===== src/rtl/pwm_pkg.sv =====
// pwm_pkg: shared types and defaults for the LED PWM path.
//   state_t           - breath sequencer FSM states (3-bit encoding, also the debug port value)
//   DUTY_MAX_DEFAULT  - full-scale duty shared with the PWM generator (counter range 0..100)
//   DUTY_W_DEFAULT    - duty/level width, wide enough to hold DUTY_MAX_DEFAULT
package pwm_pkg;

    typedef enum logic [2:0] {
        IDLE    = 3'd0,
        UP      = 3'd1,
        HOLD_HI = 3'd2,
        DOWN    = 3'd3,
        HOLD_LO = 3'd4,
        OFF     = 3'd5
    } state_t;

    localparam int DUTY_MAX_DEFAULT = 100;
    localparam int DUTY_W_DEFAULT   = 8;

endpackage


===== src/rtl/pwm_gamma_lut.sv =====
// pwm_gamma_lut: combinational level -> perceptual duty map,
// gamma = floor(level*level/DUTY_MAX), built as a constant table at elaboration.
// Ports:
//   level  in  DUTY_W  linear brightness level (0..DUTY_MAX)
//   gamma  out DUTY_W  corrected duty; levels above DUTY_MAX saturate to DUTY_MAX
module pwm_gamma_lut #(
    parameter int DUTY_W   = 8,
    parameter int DUTY_MAX = 100
) (
    input  logic [DUTY_W-1:0] level,
    output logic [DUTY_W-1:0] gamma
);

    logic [DUTY_W-1:0] lut [DUTY_MAX+1];

    for (genvar i = 0; i <= DUTY_MAX; i++) begin : g_lut
        assign lut[i] = DUTY_W'((i * i) / DUTY_MAX);
    end

    always_comb begin
        gamma = DUTY_W'(DUTY_MAX);
        for (int i = 0; i <= DUTY_MAX; i++) begin
            if (level == DUTY_W'(i)) gamma = lut[i];
        end
    end

endmodule


===== src/rtl/pwm_breath_ctrl.sv =====
// pwm_breath_ctrl: breathing duty sequencer feeding the PWM stage.
// Profile: ramp up by STEP per step tick to DUTY_MAX, hold HOLD_STEPS ticks,
// ramp down to 0, hold HOLD_STEPS ticks, repeat. Step ticks come from a
// STEP_DIV prescaler that freezes while a duty value waits for acceptance.
// Optional gamma correction: define PWM_BREATH_GAMMA_EN to map each level
// through pwm_gamma_lut before it is registered into duty.
// Ports:
//   clk         in   system clock, rising edge
//   rst_n       in   async reset, active low
//   en          in   sequencer enable (level); dropping it parks duty at 0
//   duty        out  duty value presented to the PWM stage
//   duty_valid  out  duty holds a new, not-yet-accepted value
//   duty_ready  in   PWM stage accepts duty this cycle
//   state       out  FSM state encoding (debug)
//   cycle_done  out  one-clock pulse at the end of each breath cycle
module pwm_breath_ctrl
    import pwm_pkg::*;
#(
    parameter int DUTY_W     = DUTY_W_DEFAULT,
    parameter int DUTY_MAX   = DUTY_MAX_DEFAULT,
    parameter int STEP       = 1,
    parameter int STEP_DIV   = 1000,
    parameter int HOLD_STEPS = 16
) (
    input  logic              clk,
    input  logic              rst_n,
    input  logic              en,
    output logic [DUTY_W-1:0] duty,
    output logic              duty_valid,
    input  logic              duty_ready,
    output logic [2:0]        state,
    output logic              cycle_done
);

    localparam int PW = (STEP_DIV > 2) ? $clog2(STEP_DIV) : 1;
    localparam int HW = $clog2(HOLD_STEPS + 1);

    state_t            state_q, state_n;
    logic [PW-1:0]     pre_q, pre_n;
    logic [HW-1:0]     hold_q, hold_n;
    logic [DUTY_W-1:0] level_q, level_n;
    logic [DUTY_W-1:0] duty_q, duty_n;
    logic              valid_q, valid_n;
    logic              done_q, done_n;

    logic              xfer, tick, load, hold_last;
    logic [DUTY_W:0]   up_sum;
    logic [DUTY_W-1:0] up_lvl, dn_lvl, step_lvl, step_duty;

    assign xfer      = valid_q && duty_ready;
    // A pending, unaccepted value stalls the step; the prescaler sits at
    // its terminal count so the step fires as soon as the value is taken.
    assign tick      = (pre_q == PW'(STEP_DIV - 1)) && !(valid_q && !duty_ready);
    assign hold_last = (hold_q == HW'(HOLD_STEPS - 1));

    // One extra bit on the sum so saturation sees the true value.
    assign up_sum   = {1'b0, level_q} + (DUTY_W+1)'(STEP);
    assign up_lvl   = (up_sum >= (DUTY_W+1)'(DUTY_MAX)) ? DUTY_W'(DUTY_MAX) : up_sum[DUTY_W-1:0];
    assign dn_lvl   = (level_q <= DUTY_W'(STEP)) ? '0 : level_q - DUTY_W'(STEP);
    assign step_lvl = (state_q == DOWN) ? dn_lvl : up_lvl;

`ifdef PWM_BREATH_GAMMA_EN
    pwm_gamma_lut #(
        .DUTY_W   (DUTY_W),
        .DUTY_MAX (DUTY_MAX)
    ) u_gamma (
        .level (step_lvl),
        .gamma (step_duty)
    );
`else
    assign step_duty = step_lvl;
`endif

    always_comb begin
        state_n = state_q;
        pre_n   = pre_q;
        hold_n  = hold_q;
        level_n = level_q;
        duty_n  = duty_q;
        valid_n = valid_q;
        done_n  = 1'b0;
        load    = 1'b0;

        if (state_q == IDLE)              pre_n = '0;
        else if (pre_q == PW'(STEP_DIV - 1)) begin
            if (tick) pre_n = '0;
        end else                          pre_n = pre_q + 1'b1;

        case (state_q)
            IDLE: begin
                if (en) begin
                    state_n = UP;
                    level_n = '0;
                    hold_n  = '0;
                end
            end
            UP: begin
                if (tick) begin
                    level_n = up_lvl;
                    load    = 1'b1;
                    if (up_lvl == DUTY_W'(DUTY_MAX)) state_n = HOLD_HI;
                end
            end
            HOLD_HI: begin
                if (tick) begin
                    if (hold_last) begin
                        hold_n  = '0;
                        state_n = DOWN;
                    end else hold_n = hold_q + 1'b1;
                end
            end
            DOWN: begin
                if (tick) begin
                    level_n = dn_lvl;
                    load    = 1'b1;
                    if (dn_lvl == '0) state_n = HOLD_LO;
                end
            end
            HOLD_LO: begin
                if (tick) begin
                    if (hold_last) begin
                        hold_n  = '0;
                        done_n  = 1'b1;
                        state_n = UP;
                    end else hold_n = hold_q + 1'b1;
                end
            end
            OFF: begin
                if (xfer) state_n = IDLE;
            end
            default: state_n = IDLE;
        endcase

        // Disable wins over any step in flight: park the PWM at 0 and
        // overwrite whatever value was still waiting.
        if (!en && state_q != IDLE && state_q != OFF) begin
            state_n = OFF;
            level_n = '0;
            hold_n  = '0;
            done_n  = 1'b0;
            duty_n  = '0;
            valid_n = 1'b1;
        end else if (load) begin
            duty_n  = step_duty;
            valid_n = 1'b1;
        end else if (xfer) begin
            valid_n = 1'b0;
        end
    end

    always_ff @(posedge clk or negedge rst_n) begin
        if (!rst_n) begin
            state_q <= IDLE;
            pre_q   <= '0;
            hold_q  <= '0;
            level_q <= '0;
            duty_q  <= '0;
            valid_q <= 1'b0;
            done_q  <= 1'b0;
        end else begin
            state_q <= state_n;
            pre_q   <= pre_n;
            hold_q  <= hold_n;
            level_q <= level_n;
            duty_q  <= duty_n;
            valid_q <= valid_n;
            done_q  <= done_n;
        end
    end

    assign duty       = duty_q;
    assign duty_valid = valid_q;
    assign state      = state_q;
    assign cycle_done = done_q;

endmodule

===== config.mk =====
export PLATFORM = sky130hd
export DESIGN_NAME = pwm_breath_ctrl
export DESIGN_NICKNAME = d
export VERILOG_FILES = /design/src/rtl/pwm_pkg.sv /design/src/rtl/pwm_gamma_lut.sv /design/src/rtl/pwm_breath_ctrl.sv
export SDC_FILE = /design/constraint.sdc
export NUM_CORES = 1
export LEC_CHECK = 0
export ABC_AREA = 1
export CORE_ASPECT_RATIO = 1.1
export CORE_MARGIN = 5
export CORE_UTILIZATION = 28
export CTS_CLUSTER_DIAMETER = 200
export CTS_CLUSTER_SIZE = 12
export DETAILED_ROUTE_END_ITERATION = 12
export GPL_ROUTABILITY_DRIVEN = 0
export PLACE_DENSITY = 0.46
export SYNTH_ARGS = -nofsm -noshare
export SYNTH_HDL_FRONTEND = slang
export SYNTH_HIERARCHICAL = 1
export SYNTH_SLANG_ARGS = --single-unit
export TNS_END_PERCENT = 5

===== constraint.sdc =====
create_clock -name clk -period 1.9 [get_ports clk]
set_input_delay 0.38 -clock clk [delete_from_list [all_inputs] [get_ports clk]]
set_output_delay 0.38 -clock clk [all_outputs]
set_load 0.01 [all_outputs]

==> metrics.txt <==
initial antenna violation count 0; Hold-fix buffers, CTS 0; layout cells sized above 1 0.2422; fin cells ~500; number of global-route vias before repair around 2,300; Crit Path Max Fanout 5; Clock Tree Buf Depth 2; FF-to-FF Start level_q[0]; Slew HR 0.6848; mapped cell area between 2000 and 2500 µm²; Cells after DPL 474; Crit path max-delay family simple AND/OR/NAND/NOR gates; overall die width approximately 96 µm; row cnt 34; Hold/Removal Path Class in2async; final setup TNS 0 ns; die area roughly 10,000 µm²; slowest stage delay, CP approximately 0.45 ns; Netlist cell types 33; worst ir drop on vdd 0.2765 mV; commonest non-fill, non-tap cells in the layout nand2_1, nor2_1, buf_4; Routed WL per cell approximately 13 µm; Setup Viol. Count Final 0; I/O pin total 17; largest net degree at the start of global routing 20; Final Hold Vio Count 0; Initial DRT Pass Iterations 4; Tcrit/Tclk final 0.9433; GRT Residual Overflow 0; Antenna diodes 0; Syn Inst Count roughly 320; WS Path Type reg2reg; status finished clean; ANT nets after route 0; cts bufs inserted 5; Setup crit start kind register; DR vias/cell approximately 4.6; sequential element share of the synthesized area 0.3930; Root Buffer clkbuf_8; Worst Path Buf+Inv 2; max-slew violation count 0; Starting Density 0.2881; number of synthesis warnings 6; most common cell after layout, fill and taps aside nand2_1; Util after Layout 0.3877; final WL 6464 µm; Die Y roughly 100 µm; Reg clk slew, reported paths 0.08 ns; Worst Setup SP level_q[0]; DRC Markers 0; Leak Pwr 1.526 nW; Synth Register Bits 36; fmax about 560 MHz; max-cap violation count 0; detailed placer's ending HPWL just under 5000 µm; GRT Util Overall 0.1351; worst slew pin tran ~0.47 ns; synthesized area per cell between 7 and 8 µm²; WP data required around 2.1 ns; synthesis-to-finish area growth 34.55%; cell breakdown of the critical path inv_2 -> ha_4 -> nor2_1 -> nor2_2 -> nand2_2 -> nand3_1 -> nand2_1 -> inv_1 -> nand3_1 -> nand2_2 -> nand3_4 -> nand2_2 -> nand2_1 -> nand2_1; H-tree lvl count 2; DRT iter0 DRCs between 60 and 70; CP arrival just over 2 ns; min Tclk post-route 1.792 ns; Clk Latency, worst-skew pair around 0.29 ns; r2r setup slk ~0.11 ns; Layout Nets between 300 and 400; clk sinks 36; routed vias between 2,000 and 2,500; critical path's slowest cell dfrtp_2; CP Capture Type register; clock skew roughly 0.0048 ns; Port Buffers 16; Post-Syn Nets between 300 and 400; RSZ-0062 raised after global routing yes; PwrDens just under 1000 nW/µm²; first-pass GRT wire length ~11,000 µm; CTS tree yes; Core ar. between 7000 and 8000 µm²
-- per-stage QoR --
stage / area (µm²) / worst slack [ns] / hold slack (ns) / power [mW]
6_report: 3084 / 0.1078 / 0.03331 / 3.007
5_1_grt: 3084 / -0.05595 / 0.06101 / 3.260
4_1_cts: 2927 / 0.0001117 / 0.04463 / 2.996
3_5_place_dp: 2801 / -0.1138 / 0.3730 / 2.262
3_3_place_gp: 2801 / -0.04973 / 0.3679 / 2.246
2_1_floorplan: 2292 / 0.1175 / 0.08441 / 1.780
-- registers in the layout, summed over array words and instances (netlist names) --
register,flops
cycle_done,1
level_q,8
state,3
duty,8
pre_q,10
duty_valid,1
hold_q,5
-- synthesized netlist by cell type --
cell type,number,area share
nor2_2,2,0.0055
nand4_2,1,0.0055
o22ai_1,2,0.0055
a21oi_1,6,0.013
ha_1,5,0.027
a22oi_1,1,0.0033
buf_2,1,0.0022
o21ai_0,15,0.033
nand2_2,6,0.016
nand4_1,5,0.014
nor3_4,2,0.014
a21oi_2,1,0.0038
clkinv_1,1,0.0016
nand3_1,33,0.072
inv_2,4,0.0065
a2bb2oi_1,1,0.0038
buf_6,1,0.0049
xor2_1,5,0.019
o21ai_1,3,0.0065
a31oi_1,2,0.0055
nand2_1,100,0.16
nor3_2,2,0.0087
o2111ai_1,1,0.0038
nor4_1,4,0.011
nor2_1,40,0.066
inv_1,36,0.059
mux2i_1,1,0.0044
o31ai_1,1,0.0033
nand3_2,2,0.0087
nor3_1,2,0.0044
nand3_4,1,0.0076
dfrtp_1,36,0.39
xnor2_1,1,0.0038
-- final cells by class --
type                    instances  area [µm²]
fillers                       888        4871
multi-input cells             246        1315
flip-flops and latches         36       907.1
repair buffers                 53       457.9
inverters                      41       153.9
well taps                     108       135.1
clock buffers                   5       68.82
clock inverters                 3       46.29
-- power breakdown --
part,total (mW),internal (mW),switching [mW]
Sequential,0.967,0.863,0.104
Combinational,1.33,0.511,0.816
Clock,0.714,0.396,0.318
-- logic make-up after synthesis --
family	share of synthesized area
AND/OR/NAND/NOR	0.3968
adder cells (fa/ha/maj)	0.02729
buffers and inverters	0.07423
XOR/XNOR	0.02293
AO/OA/AOI/OAI	0.08133
flip-flops	0.3930
multiplexers	0.004367
-- path summary, 6_finish.rpt --
kind	cells past startpoint	endpoint
max	14	state[2]
min	1	level_q[3]
max reg2reg	14	state[2]
min reg2reg	2	duty[2]
max in group asynchronous	2	level_q[4]
min in group clk	2	duty[2]
-- per-layer routing --
metal,track usage,routed length [µm],up-vias
met1,0.1702,2924,1030
met2,0.2279,3189,36
met5,0,0,-
met4,0.04268,169,0
met3,0.02732,180,12
li1,-,-,1163
-- timing repair --
action / CTS / global route
endpoints found under the setup margin: 3 / 23
endpoints found under the hold margin: 0 / 0
pin swaps: 1 / 14
gates resized for setup: 1 / 31
cloned: 0 / 1
setup buffers: 1 / 8
(Power assumes the default switching activity.)
